<file path="src/rtl/pipe_ctrl_pkg.sv">
// Shared definitions for the pipeline control slice.
//   state_e   : redirect FSM states (RUN / PEND / SQUASH)
//   STG_*     : stage indices of the classic 5-stage pipeline
//   NOP_INSN  : instruction word a flushed pipeline register loads
package pipe_ctrl_pkg;

  typedef enum logic [1:0] {
    ST_RUN    = 2'd0,  // normal operation
    ST_PEND   = 2'd1,  // redirect accepted but fetch held; address buffered
    ST_SQUASH = 2'd2   // redirect issued; fetch bubbles cover ROM latency
  } state_e;

  localparam int STG_IF  = 0;
  localparam int STG_ID  = 1;
  localparam int STG_EX  = 2;
  localparam int STG_MEM = 3;
  localparam int STG_WB  = 4;

  // addi x0, x0, 0
  localparam logic [31:0] NOP_INSN = 32'h0000_0013;

endpackage

</file>
<file path="src/rtl/pipe_ctrl_hold_merge.sv">
// Combinational merge of per-source hold requests.
//   hold_req : per-source request
//   hold_lvl : per-source deepest stage to stall, LVL_W bits per source
//   stall    : stages 0..L hold their value (L = deepest active level)
//   flush    : stage L+1 loads a bubble, when such a stage exists
module pipe_ctrl_hold_merge #(
  parameter int NUM_STAGES   = 5,
  parameter int NUM_HOLD_SRC = 3,
  parameter int LVL_W        = $clog2(NUM_STAGES)
) (
  input  logic [NUM_HOLD_SRC-1:0]       hold_req,
  input  logic [NUM_HOLD_SRC*LVL_W-1:0] hold_lvl,
  output logic [NUM_STAGES-1:0]         stall,
  output logic [NUM_STAGES-1:0]         flush
);

  // Out-of-range levels mean "stall the whole pipe".
  function automatic logic [LVL_W-1:0] clamp(input logic [LVL_W-1:0] v);
    if (int'(v) >= NUM_STAGES) return LVL_W'(NUM_STAGES - 1);
    return v;
  endfunction

  logic                 any_hold;
  logic [LVL_W-1:0]     lvl_max;

  // NOTE: every signal gets a default at the top of always_comb so no path
  // leaves it unassigned, which would otherwise infer a latch.
  always_comb begin
    any_hold = |hold_req;
    lvl_max  = '0;
    for (int s = 0; s < NUM_HOLD_SRC; s++) begin
      if (hold_req[s] && (clamp(hold_lvl[s*LVL_W +: LVL_W]) > lvl_max))
        lvl_max = clamp(hold_lvl[s*LVL_W +: LVL_W]);
    end

    stall = '0;
    flush = '0;
    if (any_hold) begin
      for (int k = 0; k < NUM_STAGES; k++) begin
        stall[k] = (k <= int'(lvl_max));
        flush[k] = (k == int'(lvl_max) + 1);
      end
    end
  end

endmodule

</file>
<file path="src/rtl/pipe_ctrl.sv">
// Pipeline control unit: hold merge, trap/jump redirect arbitration,
// redirect buffering while fetch is held, and post-redirect fetch squash.
//   clk, rst_n               : clock, asynchronous active-low reset
//   hold_req_i, hold_lvl_i   : per-source hold request and depth
//   jump_flag_i, jump_addr_i : taken jump from JUMP_STAGE
//   trap_flag_i, trap_addr_i : trap/interrupt redirect (wins over jump)
//   stall_o, flush_o         : per-stage stall / bubble controls
//   jump_en_o, jump_addr_o   : one-cycle redirect strobe and target to pc_reg
//   busy_o                   : a redirect is pending or being squashed
module pipe_ctrl
  import pipe_ctrl_pkg::*;
#(
  parameter int NUM_STAGES   = 5,
  parameter int NUM_HOLD_SRC = 3,
  parameter int JUMP_STAGE   = 2,
  parameter int ADDR_W       = 32,
  parameter int FLUSH_CYCLES = 1,
  parameter int LVL_W        = $clog2(NUM_STAGES)
) (
  input  logic                          clk,
  input  logic                          rst_n,
  input  logic [NUM_HOLD_SRC-1:0]       hold_req_i,
  input  logic [NUM_HOLD_SRC*LVL_W-1:0] hold_lvl_i,
  input  logic                          jump_flag_i,
  input  logic [ADDR_W-1:0]             jump_addr_i,
  input  logic                          trap_flag_i,
  input  logic [ADDR_W-1:0]             trap_addr_i,
  output logic [NUM_STAGES-1:0]         stall_o,
  output logic [NUM_STAGES-1:0]         flush_o,
  output logic                          jump_en_o,
  output logic [ADDR_W-1:0]             jump_addr_o,
  output logic                          busy_o
);

  localparam int CNT_W = (FLUSH_CYCLES > 1) ? $clog2(FLUSH_CYCLES) : 1;

  logic [NUM_STAGES-1:0] hold_stall, hold_flush;
  logic [NUM_STAGES-1:0] stall_c, flush_c;

  state_e            state;
  logic [CNT_W-1:0]  cnt;
  logic [ADDR_W-1:0] pend_addr;

  logic              fetch_held;
  logic              trap_acc, jump_acc, redir;
  logic [ADDR_W-1:0] redir_addr;
  logic              issue;
  logic [ADDR_W-1:0] issue_addr;

  pipe_ctrl_hold_merge #(
    .NUM_STAGES  (NUM_STAGES),
    .NUM_HOLD_SRC(NUM_HOLD_SRC),
    .LVL_W       (LVL_W)
  ) u_hold_merge (
    .hold_req(hold_req_i),
    .hold_lvl(hold_lvl_i),
    .stall   (hold_stall),
    .flush   (hold_flush)
  );

  // Qualification uses the raw hold stall: the redirect flush below depends
  // on acceptance, so using the final stall here would form a loop.
  assign fetch_held = hold_stall[STG_IF];
  assign trap_acc   = trap_flag_i;
  assign jump_acc   = jump_flag_i && !hold_stall[JUMP_STAGE] && (state != ST_PEND);
  assign redir      = trap_acc || jump_acc;
  assign redir_addr = trap_acc ? trap_addr_i : jump_addr_i;

  always_comb begin
    issue      = 1'b0;
    issue_addr = redir_addr;
    flush_c    = hold_flush;

    if (state == ST_PEND) begin
      issue      = !fetch_held;
      // A trap arriving on the release cycle supersedes the buffered target.
      issue_addr = trap_acc ? trap_addr_i : pend_addr;
      if (issue) flush_c[STG_ID] = 1'b1;
    end else begin
      issue = redir && !fetch_held;
    end

    if (redir) begin
      for (int k = 1; k <= JUMP_STAGE; k++) flush_c[k] = 1'b1;
    end
    if (state == ST_SQUASH) flush_c[STG_ID] = 1'b1;

    // A stage being flushed must load the bubble, not keep its old value.
    stall_c = hold_stall & ~flush_c;
  end

  // Outputs are forced low while reset is asserted, even with holds active.
  assign stall_o     = rst_n ? stall_c : '0;
  assign flush_o     = rst_n ? flush_c : '0;
  assign jump_en_o   = rst_n && issue;
  assign jump_addr_o = (rst_n && issue) ? issue_addr : '0;
  assign busy_o      = rst_n && (state != ST_RUN);

  // NOTE: sequential state uses non-blocking assignments so every register
  // samples pre-edge values regardless of statement order.
  always_ff @(posedge clk or negedge rst_n) begin
    if (!rst_n) begin
      state     <= ST_RUN;
      cnt       <= '0;
      pend_addr <= '0;
    end else begin
      case (state)
        ST_PEND: begin
          if (trap_acc) pend_addr <= trap_addr_i;
          if (!fetch_held) begin
            if (FLUSH_CYCLES > 1) begin
              state <= ST_SQUASH;
              cnt   <= CNT_W'(FLUSH_CYCLES - 1);
            end else begin
              state <= ST_RUN;
            end
          end
        end
        default: begin  // ST_RUN and ST_SQUASH
          if (redir) begin
            if (fetch_held) begin
              state     <= ST_PEND;
              pend_addr <= redir_addr;
            end else if (FLUSH_CYCLES > 1) begin
              state <= ST_SQUASH;
              cnt   <= CNT_W'(FLUSH_CYCLES - 1);
            end else begin
              state <= ST_RUN;
            end
          end else if (state == ST_SQUASH) begin
            cnt <= cnt - CNT_W'(1);
            if (cnt <= CNT_W'(1)) state <= ST_RUN;
          end
        end
      endcase
    end
  end

endmodule
</file>
<file path="config.mk">
export PLATFORM = sky130hd
export DESIGN_NAME = pipe_ctrl
export DESIGN_NICKNAME = d
export VERILOG_FILES = /design/src/rtl/pipe_ctrl_pkg.sv /design/src/rtl/pipe_ctrl_hold_merge.sv /design/src/rtl/pipe_ctrl.sv
export SDC_FILE = /design/constraint.sdc
export NUM_CORES = 1
export LEC_CHECK = 0
export ABC_AREA = 1
export CAP_MARGIN = 20
export CORE_ASPECT_RATIO = 0.5
export CORE_MARGIN = 2
export CORE_UTILIZATION = 30
export CTS_CLUSTER_DIAMETER = 30
export DETAILED_ROUTE_END_ITERATION = 7
export GPL_ROUTABILITY_DRIVEN = 0
export SKIP_LAST_GASP = 1
export SLEW_MARGIN = 10
export SYNTH_ARGS = -nofsm -noshare
export SYNTH_HDL_FRONTEND = slang
export SYNTH_SLANG_ARGS = --single-unit
</file>
<file path="constraint.sdc">
create_clock -name clk -period 4 [get_ports clk]
set_input_delay 0.8 -clock clk [delete_from_list [all_inputs] [get_ports clk]]
set_output_delay 0.8 -clock clk [all_outputs]
set_load 0.05 [all_outputs]
</file>
# Yosys cells after proc, flatten, opt, wreduce, memory -nomap -nowiden

Index checks and enable logic that the tools add are counted.

Eq/ne operators: 8
Multiplexer cells: 40
Reduce and logical (&&, ||, !) cells: 21
Add/subtract/negate cells: 2
Bitwise gates (word level): 4
Order comparisons: 11

Operators with widths:

| kind                                                                            | count |
|---|---|
| 32-bit two-way mux                                                              | 7 |
| 3-bit by 32-bit == test with 1-bit output, first input constant                 | 2 |
| 3-bit two-way mux                                                               | 12 |
| 2-bit by 32-bit == test with 1-bit output, first input constant                 | 1 |
| 4-bit by 32-bit == test with 1-bit output, first input constant                 | 1 |
| 32-bit logical NOT                                                              | 1 |
| 5-bit two-way mux                                                               | 4 |
| 2-bit two-way mux                                                               | 6 |
| 1-bit two-way mux                                                               | 11 |
| 3-bit greater-or-equal comparator, second input constant                        | 3 |
| 1-bit logical AND                                                               | 8 |
| 3-bit greater-than comparator                                                   | 2 |
| 2-bit by 3-bit less-or-equal comparator with 1-bit output, first input constant | 2 |
| 3-bit AND reduction                                                             | 2 |
| 2-bit nonzero test                                                              | 3 |
| 3-bit nonzero test                                                              | 2 |
| 5-bit AND                                                                       | 1 |
| 5-bit inverter                                                                  | 1 |
| 3-bit by 1-bit adder with 4-bit output, second input constant                   | 1 |
| 3-bit by 1-bit greater-than comparator with 1-bit output, second input constant | 1 |
| 1-bit by 3-bit less-or-equal comparator with 1-bit output, first input constant | 1 |
| 3-bit less-or-equal comparator, first input constant                            | 1 |
| 3-bit OR reduction                                                              | 1 |
| 2-bit by 1-bit == test with 1-bit output, second input constant                 | 1 |
| 9 further kinds                                                                 | 11 |

Register bits: 35
Logic and storage cells: 89
Output and inout port bits: 44

# Depth between registers and ports, before layout

Gate-level depths: netlist of run 1.

Word-level depth: 29
Gate-level depth with buffers: 25
Depth with buffers taken out: 24

# Modules after synthesis

A second synthesis of run 1 with hierarchy kept.

Cells, all modules: 567
Area total of the unflattened synthesis: 3146.8 um^2

By module, submodules not included:

| module               | area an instance (um^2) | cells each | times used |
|---|---|---|---|
| pipe_ctrl            | 2681.3                  | 480        | 1 |
| pipe_ctrl_hold_merge | 465.4                   | 87         | 1 |

# Worst setup path after synthesis of run 1

OpenSTA, ideal clock, no wires.

Kind: input to output
Start: input hold_lvl_i[4]
End: output stall_o[3]
Setup slack: -1192 ps
Arrival time: 4392 ps
Data required time: 3200 ps
Buffers on the path: 0
Stages: 21
Cell sequence: o21ai_0 -> and2_1 -> ha_1 -> nand3_1 -> nand2_1 -> inv_1 -> nand3_1 -> inv_1 -> nand2_1 -> nand2_1 -> inv_1 -> ha_1 -> nand2_1 -> inv_1 -> nor2_1 -> nor2_1 -> nor2_1 -> nand3_1 -> and2_1 -> nor3_1 -> or2_2

Cells in the longest elaborated chain, start to end: 15
Elaborated cells on any way between the ends: 19
Classes of those cells: add/sub (1); order compare (4); eq/ne (1); mux (9); bitwise (2); reduce/logical (2)

RTL lines:

| element                                   | line                       | source |
|---|---|---|
| start: declaration                        | pipe_ctrl.sv:23            | `input logic [NUM_HOLD_SRC*LVL_W-1:0] hold_lvl_i,` |
| 3-bit greater-or-equal comparator         | pipe_ctrl_hold_merge.sv:19 | `if (int'(v) >= NUM_STAGES) return LVL_W'(NUM_STAGES - 1);` |
| 1-bit two-way mux                         | pipe_ctrl_hold_merge.sv:19 |  |
| 3-bit two-way mux                         | pipe_ctrl_hold_merge.sv:20 | `return v;` |
| 3-bit greater-than comparator             | pipe_ctrl_hold_merge.sv:32 | `if (hold_req[s] && (clamp(hold_lvl[s*LVL_W +: LVL_W]) > lvl_max))` |
| 1-bit logical AND                         | pipe_ctrl_hold_merge.sv:32 |  |
| 3-bit two-way mux *                       | pipe_ctrl_hold_merge.sv:32 |  |
| 3-bit greater-than comparator             | pipe_ctrl_hold_merge.sv:32 |  |
| 1-bit logical AND                         | pipe_ctrl_hold_merge.sv:32 |  |
| 3-bit two-way mux *                       | pipe_ctrl_hold_merge.sv:32 |  |
| 3-bit by 1-bit adder with 4-bit output    | pipe_ctrl_hold_merge.sv:41 | `flush[k] = (k == int'(lvl_max) + 1);` |
| 3-bit by 32-bit == test with 1-bit output | pipe_ctrl_hold_merge.sv:41 |  |
| 5-bit two-way mux                         | pipe_ctrl_hold_merge.sv:38 | `if (any_hold) begin` |
| 5-bit inverter                            | pipe_ctrl.sv:89            | `stall_c = hold_stall & ~flush_c;` |
| 5-bit AND *                               | pipe_ctrl.sv:89            |  |
| 5-bit two-way mux *                       | pipe_ctrl.sv:93            | `assign stall_o = rst_n ? stall_c : '0;` |
| end: declaration                          | pipe_ctrl.sv:28            | `output logic [NUM_STAGES-1:0] stall_o,` |

Every way passes the cells marked *; elsewhere a longest branch is shown, timed or not. The select of a mux whose other input is x is not followed.

# Worst setup path after layout of run 1

Start: input hold_lvl_i[4]
End: output jump_addr_o[2]

Cells in the longest elaborated chain, start to end: 19
Elaborated cells on any way between the ends: 21
Classes of those cells: order compare (4); mux (9); reduce/logical (8)

RTL lines:

| element                           | line                       | source |
|---|---|---|
| 3-bit greater-or-equal comparator | pipe_ctrl_hold_merge.sv:19 |  |
| 1-bit two-way mux                 | pipe_ctrl_hold_merge.sv:19 |  |
| 3-bit two-way mux                 | pipe_ctrl_hold_merge.sv:20 |  |
| 3-bit greater-than comparator     | pipe_ctrl_hold_merge.sv:32 |  |
| 1-bit logical AND                 | pipe_ctrl_hold_merge.sv:32 |  |
| 3-bit two-way mux *               | pipe_ctrl_hold_merge.sv:32 |  |
| 3-bit greater-than comparator     | pipe_ctrl_hold_merge.sv:32 |  |
| 1-bit logical AND                 | pipe_ctrl_hold_merge.sv:32 |  |
| [2 not listed]                    | n/a                        |  |
| 5-bit two-way mux *               | pipe_ctrl_hold_merge.sv:38 |  |
| 1-bit logical NOT *               | pipe_ctrl.sv:65            | `assign jump_acc = jump_flag_i && !hold_stall[JUMP_STAGE] && (state != ST_PEND);` |
| 1-bit logical AND * (2 in series) | pipe_ctrl.sv:65            |  |
| 1-bit logical OR *                | pipe_ctrl.sv:66            | `assign redir = trap_acc \|\| jump_acc;` |
| 1-bit logical AND *               | pipe_ctrl.sv:80            | `issue = redir && !fetch_held;` |
| 1-bit two-way mux *               | pipe_ctrl.sv:74            | `if (state == ST_PEND) begin` |
| 1-bit logical AND *               | pipe_ctrl.sv:96            | `assign jump_addr_o = (rst_n && issue) ? issue_addr : '0;` |
| 32-bit two-way mux *              | pipe_ctrl.sv:96            |  |
| end: declaration                  | pipe_ctrl.sv:31            | `output logic [ADDR_W-1:0] jump_addr_o,` |

Marked as above.

==> flow_metrics.py, run 1 <==
metrics = {
    "synth": {
        "synth_edf_count": 0,
        "syn_area_sq_um": 2863,
        "synth_fp_nets": 527,
        "synth_cell_types": 27,
        "synthCells": 442,
        "synth_ff_type": "dfrtp_1",
        "async_flop_share": 1.000,
        "ys_ff_latch": 33,
        "avgSynthCellArea_sq_um": 6.477,
        "yosysSeqAreaShare": 0.2885,
        "yosysWarnings": 0,
    },
    "grt": {
        "overflow": 0,
        "grt-busiest-layer": "met2",
        "grt_pass1_wl_um": 15990,
        "grt_use_met1": 0.2562,
        "use_met2": 0.3435,
        "grt_util_met3": 0.02362,
        "grt_max_degree": 35,
        "grt_use_total": 0.1911,
        "grt_pass1_vias": 3264,
        "antenna_found_initial": 0,
    },
    "power_and_ir_drop": {
        "power_frac_clock": 0.270,
        "power_frac_comb": 0.429,
        "irDropWorstVdd_mv": 0.2356,
        "p_int_w": 0.0008992,
        "p_leak_nw": 2.548,
        "switching_share": 0.3503,
        "power_w": 0.001384,
        "p_switching_w": 0.0004849,
        "power_density_nw_per_um2": 247.5,
        "pwr-share-seq": 0.301,
    },
    "die": {
        "die_h_um": 73.08,
        "initial_core_util": 0.3061,
        "dieArea_sq_um": 10390,
        "core_sq_um": 9353,
        "ios": 124,
        "rows": 25,
        "die_w_um": 142.2,
    },
    "route": {
        "wire_per_inst_um": 13.48,
        "dr.pass1.iters": 4,
        "drt_iter0_drc": 149,
        "routed_via_density": 4.601,
        "antenna_left": 0,
        "vias": 3322,
        "drt-total-wl_um": 9735,
        "route.detailed.drc": 0,
    },
    "place": {
        "dpl_worst_slack_ps": -950.0,
        "io_buffers": 122,
        "dpl.cell_count": 686,
        "place_hpwl_um": 6651,
    },
    "run_status": {
        "status": "finished, violations left",
        "violations": "setup timing",
    },
    "sta": {
        "skew_ps": 2.910,
        "setup_slack_ps": -511.9,
        "finalCriticalPeriod_ps": 4512,
        "rsz0062_at_grt": "yes",
        "max_clock_freq_mhz": 221.6,
        "worst_slew_pin_slew_ps": 827.6,
        "setup_viol": 40,
        "fin_crit_sh": 1.128,
        "hold_viol": 0,
        "finalMaxSlewViolations": 0,
        "slew_headroom": 0.4448,
    },
    "cts": {
        "cts-root-buf": "clkbuf_16",
        "clock-sinks": 33,
        "cts_buffer_depth": 2,
        "clk_pin_slew_worst_paths_ps": 60,
        "cts_tree": "built",
        "worstSkewPairLatency_ps": 270,
        "holdBufCountCts": 0,
        "htreeDepth": 2,
        "cts_buffers": 5,
    },
    "hold_path": {
        "hold_path.class": "primary input to async pin",
    },
    "worst_setup_path": {
        "r2r_start": "state[0]",
        "critPathLaunchType": "primary input",
        "end_kind": "primary output",
        "critPathLaunch": "hold_lvl_i[4]",
        "critPathMaxFanout": 7,
        "crit_type": "primary input to primary output",
        "worst_ep_arrival_time_ps": 3710,
        "required_ps": 3200,
    },
    "cells_and_area": {
        "nets": 685,
        "final_cell_mix": "79 x inv_1, 77 x nand2_1, 72 x clkdlybuf4s50_1",
        "stdcell_count": 722,
        "layout_commonest_cell": "inv_1",
        "syn_to_final_growth_pct": 95.37,
        "drive_gt1_frac": 0.3844,
        "final_util": 0.5980,
        "fill_cells": 832,
        "antenna_cells": 0,
    },
    "job": {
        "cap_violations": 0,
    },
}
-- cell families after synthesis --
family | synth area share
flops | 0.2885
fa+ha+maj | 0.02185
simple gates | 0.3706
compound gates | 0.1543
buf+inv | 0.1635
other cells | 0.001310
-- synth_stat cells (5+ instances only) --
library cell | count | area [sq um]
o21ai_0 | 34 | 170.2
nor2_2 | 20 | 125.1
clkbuf_1 | 16 | 60.06
ha_1 | 5 | 62.56
inv_1 | 87 | 326.6
o211ai_1 | 32 | 240.2
buf_2 | 5 | 25.02
nand2_1 | 88 | 330.3
nand3_1 | 42 | 210.2
dfrtp_1 | 33 | 825.8
or2_2 | 34 | 212.7
nor2_1 | 20 | 75.07
-- power groups by stage --
stage               logic [W]  clock network, W  registers [W]
detailed placement   0.000526                 0       0.000420
global route         0.000647          0.000398       0.000423
global placement     0.000519                 0       0.000420
floorplan            0.000309                 0       0.000414
finish               0.000594          0.000374       0.000416
CTS                  0.000580          0.000378       0.000416
-- path summary, 6_finish.rpt --
check                            endpoint  slack (ps)  cells past startpoint
min                          pend_addr[8]         370                      1
max reg2reg                 pend_addr[21]        1700                      7
min in group clk            pend_addr[30]         470                      2
min reg2reg                 pend_addr[30]         470                      2
max in group asynchronous   pend_addr[12]        3110                      2
max                        jump_addr_o[2]        -510                     26
-- per-layer routing --
metal / wire [um] / vias up
li1: - / 1702
met1: 4444 / 1572
met2: 4999 / 46
met3: 274 / 2
met4: 16 / 0
met5: 0 / -
-- layout make-up --
cell class | count | area, sq um | area share
timing repair buffer | 178 | 2133 | 0.3814
sequential | 33 | 825.8 | 0.1477
multi-input combinational | 294 | 2006 | 0.3586
tap | 121 | 151.4 | 0.02707
inverter | 88 | 334.1 | 0.05973
clock inverter | 3 | 17.52 | 0.003132
clock buffer | 5 | 125.1 | 0.02237
-- per-stage QoR --
stage	TNS [ps]	instance area, sq um	hold slack [ps]
2_1_floorplan	-8842	3117	442.4
3_3_place_gp	-45070	5006	455.3
3_5_place_dp	-50320	5006	459.0
4_1_cts	-15750	5509	370.0
5_1_grt	-23970	5593	371.8
6_report	-18560	5593	369.2
-- timing repair --
item | CTS | global route
gates resized for setup | 60 | 17
setup buffers | 22 | 4
setup endpoints to repair | 72 | 40
pin swaps | 30 | 30
hold endpoints to repair | 0 | 0
gates cloned | 2 | 0
-- state kept, by name (all words and copies together), names as in the netlist --
register   flops
pend_addr     32
state          1
-- worst max-delay path, cell delays in order --
cell and delay [ps]:
buf_8 100, o21ai_4 150, and2_4 170, ha_4 200, nand3_2 70, nand2_2 50, inv_2 70, nand3_2 80
inv_2 70, nand2_2 50, nand2_2 70, inv_2 50, ha_4 270, nand2_1 50, inv_1 60, nor2_2 40
nor2_1 130, nor2_2 80, buf_4 140, nand3_4 80, nand4_4 110, nand3_4 90, nand3_4 220, buf_12 230
nor2_4 120, buf_12 140
(Power assumes the default switching activity.)
==> inputs of run 2 (changes only) <==
--- a/config.mk
+++ b/config.mk
@@ -10,8 +10,10 @@
 export CORE_ASPECT_RATIO = 0.5
 export CORE_MARGIN = 2
 export CORE_UTILIZATION = 30
+export CTS_BUF_LIST = sky130_fd_sc_hd__clkbuf_8
 export CTS_CLUSTER_DIAMETER = 30
 export DETAILED_ROUTE_END_ITERATION = 7
+export DONT_BUFFER_PORTS = 1
 export GPL_ROUTABILITY_DRIVEN = 0
 export SKIP_LAST_GASP = 1
 export SLEW_MARGIN = 10
==> constraint.sdc (replaced) <==
create_clock -name clk -period 4 [get_ports clk]
set_input_delay 0.8 -clock clk [delete_from_list [all_inputs] [get_ports clk]]
set_output_delay 0.8 -clock clk [all_outputs]
set_load 0.01 [all_outputs]
==> flow_metrics.py, run 2 (synthesized netlist as in run 1, its figures left out) <==
metrics = {
    "worst_setup_path": {
        "end_kind": "primary output",
        "path_buf_inv": 10,
        "slowest_delay_ps": 280,
        "path_cells": "o21ai_4 > nand2_1 > ha_1 > nand3_1 > nand2_1 > inv_2 > nand2_2 > nand4_1 > nand2_2 > buf_4 > buf_4 > buf_4 > buf_4 > buf_4 > buf_4 > buf_4 > nand2_2 > nand4_4 > nand3_4 > nand3_4 > buf_6 > nor2_4 > buf_6",
        "critPathLaunchType": "primary input",
        "worst_ep_arrival_time_ps": 3400,
        "crit_top_cell": "buf_4",
        "cp_top_family": "buffers and inverters",
        "required_ps": 3200,
        "critPathMaxFanout": 6,
        "crit_type": "primary input to primary output",
        "slowest_stage": "ha_1",
    },
    "cells_and_area": {
        "design_area_sq_um": 3692,
        "drive_gt1_frac": 0.3341,
        "reg_top3": "pend_addr x32, state x1",
        "syn_to_final_growth_pct": 28.98,
        "layout_commonest_cell": "inv_1",
        "final_cell_mix": "81 x inv_1, 80 x nand2_1, 37 x nand3_1",
        "max_flop_register": "pend_addr",
        "largest_register_ffs": 32,
        "nets": 548,
        "antenna_cells": 0,
        "stdcell_count": 585,
    },
    "route": {
        "drt_iter0_drc": 86,
        "drt-total-wl_um": 8219,
        "vias": 2827,
        "routed_via_density": 4.832,
        "antenna_left": 0,
        "dr.pass1.iters": 4,
        "wire_per_inst_um": 14.05,
        "route.detailed.drc": 0,
    },
    "cts": {
        "holdBufCountCts": 0,
        "cts_buffer_depth": 2,
        "cts-root-buf": "clkbuf_8",
        "cts_tree": "built",
        "clock-sinks": 33,
        "clk_pin_slew_worst_paths_ps": 70,
        "htreeDepth": 2,
        "worstSkewPairLatency_ps": 280,
        "cts_buffers": 5,
    },
    "die": {
        "ios": 124,
        "initial_core_util": 0.3061,
        "die_w_um": 142.2,
        "die_h_um": 73.08,
        "rows": 25,
        "core_sq_um": 9353,
        "dieArea_sq_um": 10390,
    },
    "sta": {
        "max_clock_freq_mhz": 238.2,
        "worst_slew_pin_slew_ps": 809.2,
        "skew_ps": 6.153,
        "finalCriticalPeriod_ps": 4199,
        "slew_headroom": 0.4597,
        "fin_hold_ws_ps": 201.3,
        "finalMaxSlewViolations": 0,
        "setup_viol": 39,
        "setup_slack_ps": -199.0,
        "fin_crit_sh": 1.050,
        "hold_viol": 0,
        "rsz0062_at_grt": "yes",
    },
    "grt": {
        "grt_pass1_vias": 2650,
        "grt_max_degree": 52,
        "grt_use_total": 0.1536,
        "overflow": 0,
        "grt_pass1_wl_um": 12720,
        "antenna_found_initial": 0,
    },
    "power_and_ir_drop": {
        "p_leak_nw": 1.789,
        "irDropWorstVdd_mv": 0.1324,
        "power_density_nw_per_um2": 297.0,
    },
    "place": {
        "dpl_worst_slack_ps": -234.5,
        "dpl.cell_count": 562,
        "place_hpwl_um": 5519,
        "postPlaceCellArea_sq_um": 3268,
        "io_buffers": 0,
    },
    "job": {
        "cap_violations": 0,
    },
    "run_status": {
        "violations": "setup timing",
        "status": "finished, violations left",
    },
    "hold_path": {
        "hold_path.class": "primary input to async pin",
    },
}
==> run 2: changes by cell type in the layout (fill, tap and decap cells not counted), sizes merged <==
cell,before,now
buf,104,41
clkdlybuf4s50,72,0
clkinvlp,2,0
clkbuf,7,6
bufinv,0,1
inv,86,88
clkinv,3,1
==> run 2: layout make-up <==
type | instances | area, sq um
clock buffers | 6 | 82.58
clock inverters | 2 | 33.78
fillers | 989 | 5660
inverters | 88 | 332.8
multi-input cells | 294 | 1907
flip-flops and latches | 33 | 825.8
well taps | 121 | 151.4
repair buffers | 41 | 359.1
==> run 2: layer usage <==
layer	GRT usage	wire, um	vias to the layer above
met5	0	0	-
met4	0.02000	34	0
met3	0.02690	231	4
met2	0.2834	4095	40
met1	0.1955	3857	1359
li1	-	-	1424
==> run 2: path summary, 6_finish.rpt <==
kind | from | endpoint | slack (ps) | cells after the start
setup / recovery | hold_lvl_i[4] | jump_addr_o[31] | -200 | 23
max in group asynchronous | rst_n | pend_addr[27] | 3710 | 0
hold reg to reg | pend_addr[27] | pend_addr[27] | 470 | 2
min in group clk | pend_addr[27] | pend_addr[27] | 470 | 2
hold / removal | rst_n | pend_addr[4] | 200 | 0
setup reg to reg | state[0] | pend_addr[14] | 1950 | 9
==> run 2: what timing repair did <==
| action | 4_1_cts | 5_1_grt |
|---|---|---|
| setup buffers | 13 | 1 |
| pin swaps | 13 | 14 |
| cloned | 1 | 0 |
| setup endpoints to repair | 40 | 40 |
| hold endpoints to repair | 0 | 0 |
| gates resized for setup | 22 | 23 |
==> run 2: power breakdown <==
part,switching [W],internal (W)
Combinational,0.000214,0.000143
Sequential,0.0000290,0.000387
Clock,0.000124,0.000201
Total,0.000366,0.000730
==> run 2: worst reg2reg max path: cells and delay by family (launching register included) <==
kind | cells | cell delay (ps)
buffers and inverters | 3 | 840
and+or+nand+nor | 6 | 740
DFF | 1 | 380
==> run 2: metrics by stage <==
stage            util  TNS, ps  total power [W]
6_report       0.3948    -5901         0.001097
5_1_grt        0.3948   -11760         0.001176
4_1_cts        0.3837    -4863         0.001094
3_5_place_dp   0.3494    -7332        0.0007307
3_3_place_gp   0.3494    -5327        0.0007259
2_1_floorplan       -    -1322        0.0006657
